$ cat src/rtl/bp_mon_pkg.sv
// Shared definitions for the backpressure monitor: FSM state encoding and default widths.
package bp_mon_pkg;

  typedef enum logic [1:0] {
    ST_IDLE     = 2'd0,
    ST_WAIT_LOW = 2'd1,
    ST_LOW      = 2'd2,
    ST_HIGH     = 2'd3
  } bp_state_e;

  localparam int LEN_WIDTH_DEF  = 16;
  localparam int STAT_WIDTH_DEF = 32;

endpackage

$ cat src/rtl/bp_sat_cnt.sv
// Saturating up-counter with clear, load-to-one and increment controls (priority in that order).
module bp_sat_cnt #(
  parameter int WIDTH = 16
) (
  input  logic             clks,
  input  logic             reset,
  input  logic             clr,
  input  logic             load1,
  input  logic             inc,
  output logic [WIDTH-1:0] cnt
);

  localparam logic [WIDTH-1:0] ONE = {{(WIDTH-1){1'b0}}, 1'b1};

  always_ff @(posedge clks or posedge reset) begin
    if (reset) begin
      cnt <= '0;
    end else if (clr) begin
      cnt <= '0;
    end else if (load1) begin
      cnt <= ONE;
    end else if (inc && (cnt != '1)) begin
      cnt <= cnt + ONE;
    end
  end

endmodule

$ cat src/rtl/bp_mon.sv
// Backpressure observer: measures bp burst length/period, bp and stall cycles, and raises a burst timeout alarm.
module bp_mon
  import bp_mon_pkg::*;
#(
  parameter int LEN_WIDTH  = LEN_WIDTH_DEF,
  parameter int STAT_WIDTH = STAT_WIDTH_DEF
) (
  input  logic                  clks,
  input  logic                  reset,
  input  logic                  bp_in,
  input  logic                  vld_in,
  input  logic                  reg_mon_en_cfg,
  input  logic                  reg_clr_cfg,
  input  logic [LEN_WIDTH-1:0]  reg_bp_timeout_cfg,
  output logic [STAT_WIDTH-1:0] sta_bp_cyc_cnt,
  output logic [STAT_WIDTH-1:0] sta_stall_cyc_cnt,
  output logic [STAT_WIDTH-1:0] sta_bp_burst_cnt,
  output logic [LEN_WIDTH-1:0]  sta_bp_last_len,
  output logic [LEN_WIDTH-1:0]  sta_bp_max_len,
  output logic [LEN_WIDTH-1:0]  sta_bp_last_period,
  output logic                  sta_bp_timeout_pulse,
  output logic                  sta_bp_timeout_alm,
  output logic [1:0]            dbg_state
);

  bp_state_e            state;
  logic                 bp_s;
  logic                 vld_s;
  logic                 per_vld;
  logic                 to_done;
  logic [LEN_WIDTH-1:0] run_cnt;
  logic [LEN_WIDTH-1:0] per_cnt;

  logic en;
  logic measuring;
  logic active;
  logic rise;
  logic fall;
  logic run_inc;
  logic per_inc;
  logic fire;
  logic len_clr;

  always_ff @(posedge clks or posedge reset) begin
    if (reset) begin
      bp_s  <= 1'b0;
      vld_s <= 1'b0;
    end else begin
      bp_s  <= bp_in;
      vld_s <= vld_in;
    end
  end

  // Clear dominates every event, so all event strobes are masked by it here.
  assign en        = reg_mon_en_cfg;
  assign measuring = (state == ST_LOW) || (state == ST_HIGH);
  assign active    = en && !reg_clr_cfg && measuring;
  assign rise      = active && (state == ST_LOW) && bp_s;
  assign fall      = active && (state == ST_HIGH) && !bp_s;
  assign run_inc   = active && (state == ST_HIGH) && bp_s;
  assign per_inc   = active && !rise;
  assign fire      = active && (state == ST_HIGH) && (reg_bp_timeout_cfg != '0) &&
                     (run_cnt == reg_bp_timeout_cfg) && !to_done;
  assign len_clr   = reg_clr_cfg || !en;
  assign dbg_state = state;

  bp_sat_cnt #(.WIDTH(LEN_WIDTH)) u_run_cnt (
    .clks  (clks),
    .reset (reset),
    .clr   (len_clr),
    .load1 (rise),
    .inc   (run_inc),
    .cnt   (run_cnt)
  );

  bp_sat_cnt #(.WIDTH(LEN_WIDTH)) u_per_cnt (
    .clks  (clks),
    .reset (reset),
    .clr   (len_clr),
    .load1 (rise),
    .inc   (per_inc),
    .cnt   (per_cnt)
  );

  bp_sat_cnt #(.WIDTH(STAT_WIDTH)) u_bp_cyc_cnt (
    .clks  (clks),
    .reset (reset),
    .clr   (reg_clr_cfg),
    .load1 (1'b0),
    .inc   (active && bp_s),
    .cnt   (sta_bp_cyc_cnt)
  );

  bp_sat_cnt #(.WIDTH(STAT_WIDTH)) u_stall_cyc_cnt (
    .clks  (clks),
    .reset (reset),
    .clr   (reg_clr_cfg),
    .load1 (1'b0),
    .inc   (active && bp_s && vld_s),
    .cnt   (sta_stall_cyc_cnt)
  );

  bp_sat_cnt #(.WIDTH(STAT_WIDTH)) u_burst_cnt (
    .clks  (clks),
    .reset (reset),
    .clr   (reg_clr_cfg),
    .load1 (1'b0),
    .inc   (rise),
    .cnt   (sta_bp_burst_cnt)
  );

  always_ff @(posedge clks or posedge reset) begin
    if (reset) begin
      state                <= ST_IDLE;
      per_vld              <= 1'b0;
      to_done              <= 1'b0;
      sta_bp_last_len      <= '0;
      sta_bp_max_len       <= '0;
      sta_bp_last_period   <= '0;
      sta_bp_timeout_pulse <= 1'b0;
      sta_bp_timeout_alm   <= 1'b0;
    end else if (reg_clr_cfg) begin
      state                <= en ? ST_WAIT_LOW : ST_IDLE;
      per_vld              <= 1'b0;
      to_done              <= 1'b0;
      sta_bp_last_len      <= '0;
      sta_bp_max_len       <= '0;
      sta_bp_last_period   <= '0;
      sta_bp_timeout_pulse <= 1'b0;
      sta_bp_timeout_alm   <= 1'b0;
    end else if (!en) begin
      // An open burst is dropped: status holds, measurement state restarts.
      state                <= ST_IDLE;
      per_vld              <= 1'b0;
      to_done              <= 1'b0;
      sta_bp_timeout_pulse <= 1'b0;
    end else begin
      sta_bp_timeout_pulse <= fire;
      if (fire) begin
        sta_bp_timeout_alm <= 1'b1;
        to_done            <= 1'b1;
      end
      case (state)
        ST_IDLE: begin
          state <= ST_WAIT_LOW;
        end
        ST_WAIT_LOW: begin
          if (!bp_s) state <= ST_LOW;
        end
        ST_LOW: begin
          if (bp_s) begin
            state   <= ST_HIGH;
            per_vld <= 1'b1;
            to_done <= 1'b0;
            if (per_vld) sta_bp_last_period <= per_cnt;
          end
        end
        ST_HIGH: begin
          if (fall) begin
            state           <= ST_LOW;
            sta_bp_last_len <= run_cnt;
            if (run_cnt > sta_bp_max_len) sta_bp_max_len <= run_cnt;
          end
        end
        default: begin
          state <= ST_IDLE;
        end
      endcase
    end
  end

endmodule

$ cat config.mk
export PLATFORM = sky130hd
export DESIGN_NAME = bp_mon
export DESIGN_NICKNAME = d
export VERILOG_FILES = /design/src/rtl/bp_mon_pkg.sv /design/src/rtl/bp_sat_cnt.sv /design/src/rtl/bp_mon.sv
export SDC_FILE = /design/constraint.sdc
export NUM_CORES = 1
export LEC_CHECK = 0
export CAP_MARGIN = 20
export CORE_UTILIZATION = 26
export DETAILED_ROUTE_END_ITERATION = 16
export PLACE_DENSITY = 0.51
export SYNTH_ARGS = -nofsm -noshare
export SYNTH_HDL_FRONTEND = slang
export SYNTH_SLANG_ARGS = --single-unit
$ cat constraint.sdc
create_clock -name clks -period 16.3 [get_ports clks]
set_input_delay 4.89 -clock clks [delete_from_list [all_inputs] [get_ports clks]]
set_output_delay 4.89 -clock clks [all_outputs]
set_load 0.005 [all_outputs]
==> results of run 1 <==
[state kept, by name, indices dropped and copies added (netlist names)]
register,cells
u_burst_cnt.cnt,32
per_vld,1
sta_bp_last_period,16
to_done,1
u_per_cnt.cnt,16
sta_bp_timeout_alm,1
bp_s,1
u_bp_cyc_cnt.cnt,32
sta_bp_max_len,16
vld_s,1
sta_bp_last_len,16
dbg_state,2
sta_bp_timeout_pulse,1
u_run_cnt.cnt,16
u_stall_cyc_cnt.cnt,32
[critical path: cells and delay by family]
| kind | cells | cell delay, ns |
|---|---|---|
| buffers and inverters | 1 | 0.65 |
| and+or+nand+nor | 3 | 1.46 |
| AOI/OAI and AO/OA | 1 | 0.50 |
| muxes | 1 | 0.37 |
[synth_stat cells, types with 7 or more instances]
library cell and n:
nand3_1 46, or3_1 32, nand2_1 165, mux2_2 16, mux2i_1 21, inv_1 40
dfrtp_1 184, a211oi_1 8, xnor2_1 20, xor2_1 19, o31ai_1 30, nor3_1 12
and3_1 18, o21ai_0 33, or4_1 28, clkbuf_1 48, and4_1 23, ha_1 21
nor2b_1 16, nand4_1 34, o311ai_0 9, nor4_1 25, a31o_2 7, nor2_1 60
a21oi_1 109, o211ai_1 8, o41ai_1 10
[power by group]
part	leakage [nW]	internal (mW)	switching (mW)
combinational	1.92	0.00938	0.0242
sequential	2.56	0.457	0.00189
clock	0.303	0.269	0.192
[kinds of logic after synthesis]
family | share of synthesized area, %
and+or+nand+nor | 25.2
AOI/OAI and AO/OA | 15.1
DFF | 45.7
buffers and inverters | 4.13
xor gates and xnor gates | 3.39
muxes | 3.87
adders and majority gates | 2.61
[area by class of cell]
| cell class | instances | area [sq um] |
|---|---|---|
| Timing Repair Buffer | 180 | 1790 |
| Sequential cell | 184 | 4600 |
| Multi-Input combinational cell | 826 | 5060 |
| Inverter | 41 | 161 |
| Tap cell | 511 | 639 |
| Fill cell | 3906 | 25000 |
| Clock buffer | 21 | 470 |
| Clock inverter | 10 | 168 |
[worst max-delay path by stage]
stage                              start                  end  slack [ns]  cells past startpoint
after detailed placement  reg_mon_en_cfg  u_burst_cnt.cnt[28]        8.18                      6
after floorplan                    reset                 bp_s        6.41                      1
final                     reg_mon_en_cfg  u_burst_cnt.cnt[28]        8.78                      6
after global placement    reg_mon_en_cfg  u_burst_cnt.cnt[28]        8.26                      6
after global routing      reg_mon_en_cfg  u_burst_cnt.cnt[24]        8.53                      6
after CTS                 reg_mon_en_cfg  u_burst_cnt.cnt[28]        8.68                      6
[per-stage QoR]
step | hold WS, ns | utilization (%) | power [mW] | area (sq um)
5_1_grt | 0.477 | 34.0 | 0.989 | 12900
4_1_cts | 0.456 | 33.9 | 0.968 | 12900
3_5_place_dp | 0.445 | 32.2 | 0.502 | 12200
3_3_place_gp | 0.442 | 32.2 | 0.502 | 12200
2_1_floorplan | 0.422 | - | 0.487 | 10100
6_report | 0.452 | 34.0 | 0.954 | 12900
[metal layers]
metal  routed length (um)  track usage (%)  share of wire, %  up-vias
met5                    0                0                 0        -
met4                  387             4.36               1.3        0
met3                 1430             3.10               4.7       20
met2                14000             24.2                46      207
met1                14600             22.1                48     4426
li1                     -                -                 -     4353
==> flow_summary.toml, run 1 <==
[status]
status = "complete, no violations"

[power]
p_leak_nw = 4.79
powerDensity_nw_per_um2 = 74.0
ir_worst_vdd_v = 0.0000754

[sta]
grt_setup_unrepaired = "false"
period_needed_ns = 7.52
postLayoutSetupSlackWorst_ns = 8.78
hold_viol = 0
relSlewSlack_pct = 28.3
clock.fmax_mhz = 133
setup_violations = 0
skew_ns = 0.0131
fin_crit_sh_pct = 46.2
report.final.slew_viol_count = 0
finalSetupTns_ns = 0
worstMarginPinSlew_ns = 1.07

[synth]
ys_ff_latch = 184
syn_area_per_cell_sq_um = 9.06
async_flop_share_pct = 100
yosys.area.top_type = "dfrtp_1"
syn_nets = 1155
synth.distinct_cells = 55
ys_top_cells_by_area = "dfrtp_1 46%, nand2_1 6.1%, a21oi_1 5.4%"
syn_area_sq_um = 10100
synth_edf_count = 0
synth-seq-area-share_pct = 45.7
synth.top_cell.area_share_pct = 45.7
synth_cells = 1112
yosys_most_used_dff = "dfrtp_1"
ys_warn_count = 0

[critical_path]
crit_slowest_cell = "clkdlybuf4s50_1"
worstPathCellList = "clkdlybuf4s50_1 > nand4b_1 > nor4_1 > o211ai_1 > nor4_1 > mux2_2"
critPathKind = "input port to flip-flop"
worstPathMaxFanout = 14
worst_setup_path_end_kind = "flip-flop"
crit_top_cell = "nor4_1"
max_stage_delay_ns = 0.65
timing.rr.start = "dbg_state[1]"
crit_arrival_ns = 7.87
critical_path.startpoint_type = "input port"
rrSetupSlack_ns = 13.12
r2r_cells = 5
r2r-end = "u_burst_cnt.cnt[28]"
critPathRequiredTime_ns = 16.65

[grt]
gr-total-overflow = 0
grt_pass1_wl_um = 48400
grt_max_degree = 112
antenna_found_initial = 0
grt.total_usage_pct = 15.7
first_global_vias = 8511

[drt]
wirelength_um = 30500
wl_per_cell_um = 17.2
route.vias.total = 9006
antenna_left = 0
drt_iter0_drc = 517
dr.pass1.iters = 5
vias_per_cell = 5.08
drc = 0

[clock_tree]
cts_setup_buffers = 0
cts_buffers = 17
cts_tree = "yes"
clockBufferDepth = 2
hold_buffers = 0
clkTransAtPathRegs_ns = 0.08
clk_latency_ns = 0.46
post_cts_resize_count = 0
h-tree-depth = 4
cts_root_buf = "clkbuf_16"
cts.sinks = 184

[layout]
area_growth_pct = 28.0
final_common_cell = "dfrtp_1"
n_antenna_cell = 0
layout.nets = 1293
drive_gt1_share_pct = 6.02
final_cell_mix = "184 x dfrtp_1, 168 x clkdlybuf4s50_1, 165 x nand2_1"
finalNonFillerCells = 1773

[placed_design]
hpwl_um = 20700
pre_cts_slack_ns = 8.18
io_buffers = 169
dp_cells = 1740
place.gp.congestion = 0.797

[hold_path]
hold_end = "sta_bp_timeout_pulse"
hold_class = "flip-flop to flip-flop"
hp-start = "to_done"
whs_path_depth = 1

[die]
row_count = 71
start_util_pct = 26.6
top_level_ports = 170
core_sq_um = 37900
die_w_um = 199
dieArea_sq_um = 39600
die_h_um = 199

[job]
max_cap_violations = 0
(Power assumes the default switching activity.)
==> run 2, diff against run 1 <==
- clock period: 16.3 -> 7.6 ns (I/O delays scaled with it)
==> run 2 against run 1 <==
Register-to-register slack lost 8.6 ns; global-route usage is essentially flat; hold slack gained 0.0032 ns; die area is the same; sequential power grew 110%; clock skew grew 0.0036 ns; cell area shrank 0.25%; largest cell class unchanged.
==> flow_summary.toml, run 2 (synthesis results as in run 1) <==
[sta]
grt_setup_unrepaired = "false"
skew_ns = 0.0167
setup_violations = 0
clock.fmax_mhz = 204
fin_crit_sh_pct = 64.4
report.final.slew_viol_count = 0
finalSetupTns_ns = 0
relSlewSlack_pct = 30.2
worstMarginPinSlew_ns = 1.04
hold_viol = 0
period_needed_ns = 4.89

[status]
status = "complete, no violations"

[drt]
drc = 0
wl_per_cell_um = 17.2
route.vias.total = 8929
vias_per_cell = 5.04
wirelength_um = 30500
drt_iter0_drc = 508
dr.pass1.iters = 5
antenna_left = 0

[die]
dieArea_sq_um = 39600
row_count = 71
die_w_um = 199
start_util_pct = 26.6
die_h_um = 199
core_sq_um = 37900
top_level_ports = 170

[power]
power_frac_seq_pct = 48.3
p_comb_share_pct = 3.5
powerDensity_nw_per_um2 = 158
internal_power_mw = 1.54
ir_worst_vdd_v = 0.000153
switching_power_mw = 0.503
swShare_pct = 24.7
p_leak_nw = 4.78
p_clk_share_pct = 48.3

[clock_tree]
cts.sinks = 184
clockBufferDepth = 2
clk_latency_ns = 0.45
cts_setup_buffers = 0
clkTransAtPathRegs_ns = 0.08
cts_root_buf = "clkbuf_16"
h-tree-depth = 4
post_cts_resize_count = 0
cts_buffers = 17
cts_tree = "yes"
hold_buffers = 0

[grt]
grt_pass1_wl_um = 48400
gr-total-overflow = 0
grt_max_degree = 104
first_global_vias = 8521
grt.total_usage_pct = 15.7
antenna_found_initial = 0

[critical_path]
worstPathCellList = "clkdlybuf4s50_1 > nand4b_1 > nor4_1 > o211ai_1 > nor4_1 > mux2_2"
critPathKind = "input port to flip-flop"
critical_path.startpoint_type = "input port"
worst_setup_path_end_kind = "flip-flop"
crit_arrival_ns = 5.23
crit_slowest_cell = "clkdlybuf4s50_1"
worstPathMaxFanout = 14
critPathRequiredTime_ns = 7.94
max_stage_delay_ns = 0.65
crit_top_cell = "nor4_1"

[layout]
top_regs = "u_bp_cyc_cnt.cnt (32), u_burst_cnt.cnt (32), u_stall_cyc_cnt.cnt (32)"
multi_input_area_sq_um = 5060
final_common_cell = "dfrtp_1"
final_cell_mix = "184 x dfrtp_1, 168 x clkdlybuf4s50_1, 165 x nand2_1"
drive_gt1_share_pct = 6.03
layout.nets = 1291
fillCellCount = 3932
n_antenna_cell = 0
finalInstanceArea_sq_um = 12900
area_growth_pct = 27.6
regArea_sq_um = 4600

[placed_design]
io_buffers = 169
place.gp.congestion = 0.782
placed_area_sq_um = 12200
hpwl_um = 20700

[job]
max_cap_violations = 0

[hold_path]
hold_class = "flip-flop to flip-flop"
## run 2: cell types whose count changed in the layout (fill, tap and decap cells not counted), sizes merged
cell	delta
inv	+4
bufinv	-1
clkinvlp	-2
clkinv	+3
buf	-2
clkbuf	-3
## run 2: worst paths after layout
| path | endpoint | depth (start not counted) | start | slack [ns] |
|---|---|---|---|---|
| max | u_burst_cnt.cnt[28] | 6 | reg_mon_en_cfg | 2.71 |
| max in group asynchronous | u_burst_cnt.cnt[26] | 3 | reset | 4.29 |
| min reg2reg | sta_bp_timeout_pulse | 1 | to_done | 0.46 |
| min in group asynchronous | sta_bp_last_period[3] | 2 | reset | 2.29 |
| max reg2reg | u_burst_cnt.cnt[28] | 5 | dbg_state[1] | 4.47 |
| min | sta_bp_timeout_pulse | 1 | to_done | 0.46 |
## run 2: worst max-delay path: cells and delay by family
kind            cells  cell delay (ns)
mux                 1             0.37
simple gates        3             1.45
buf+inv             1             0.65
compound gates      1             0.48
## run 2: area by class of cell
cell class	instances	area share, %
clock buffers	18	3.41
clock inverters	14	1.47
inverters	41	1.25
multi-input cells	826	39.4
flip-flops and latches	184	35.8
well taps	511	4.97
repair buffers	178	13.7
## run 2: routing by layer
layer / wire length, um / global-route usage (%) / vias up
li1: - / - / 4355
met1: 14700 / 21.4 / 4367
met2: 13900 / 24.4 / 183
met3: 1500 / 3.66 / 24
met4: 409 / 4.73 / 0
met5: 0 / 0 / -
## run 2: power groups by stage
stage	combinational, mW	clock [mW]	sequential, mW
after floorplan	0.0434	0	1.00
after detailed placement	0.0742	0	1.00
after global placement	0.0735	0	1.00
after CTS	0.0746	1.01	0.984
after global routing	0.0808	1.05	0.984
final	0.0708	0.984	0.984
## run 2: per-stage QoR
| stage | hold slack (ns) | power (mW) | std cells | worst slack [ns] | utilization, % |
|---|---|---|---|---|---|
| after floorplan | 0.422 | 1.04 | 1112 | 0.320 | - |
| after global placement | 0.443 | 1.08 | 1739 | 2.16 | 32.2 |
| after detailed placement | 0.452 | 1.08 | 1739 | 2.10 | 32.2 |
| after CTS | 0.464 | 2.07 | 1771 | 2.59 | 33.9 |
| after global routing | 0.496 | 2.11 | 1772 | 2.36 | 33.9 |
| final | 0.456 | 2.04 | 1772 | 2.71 | 33.9 |
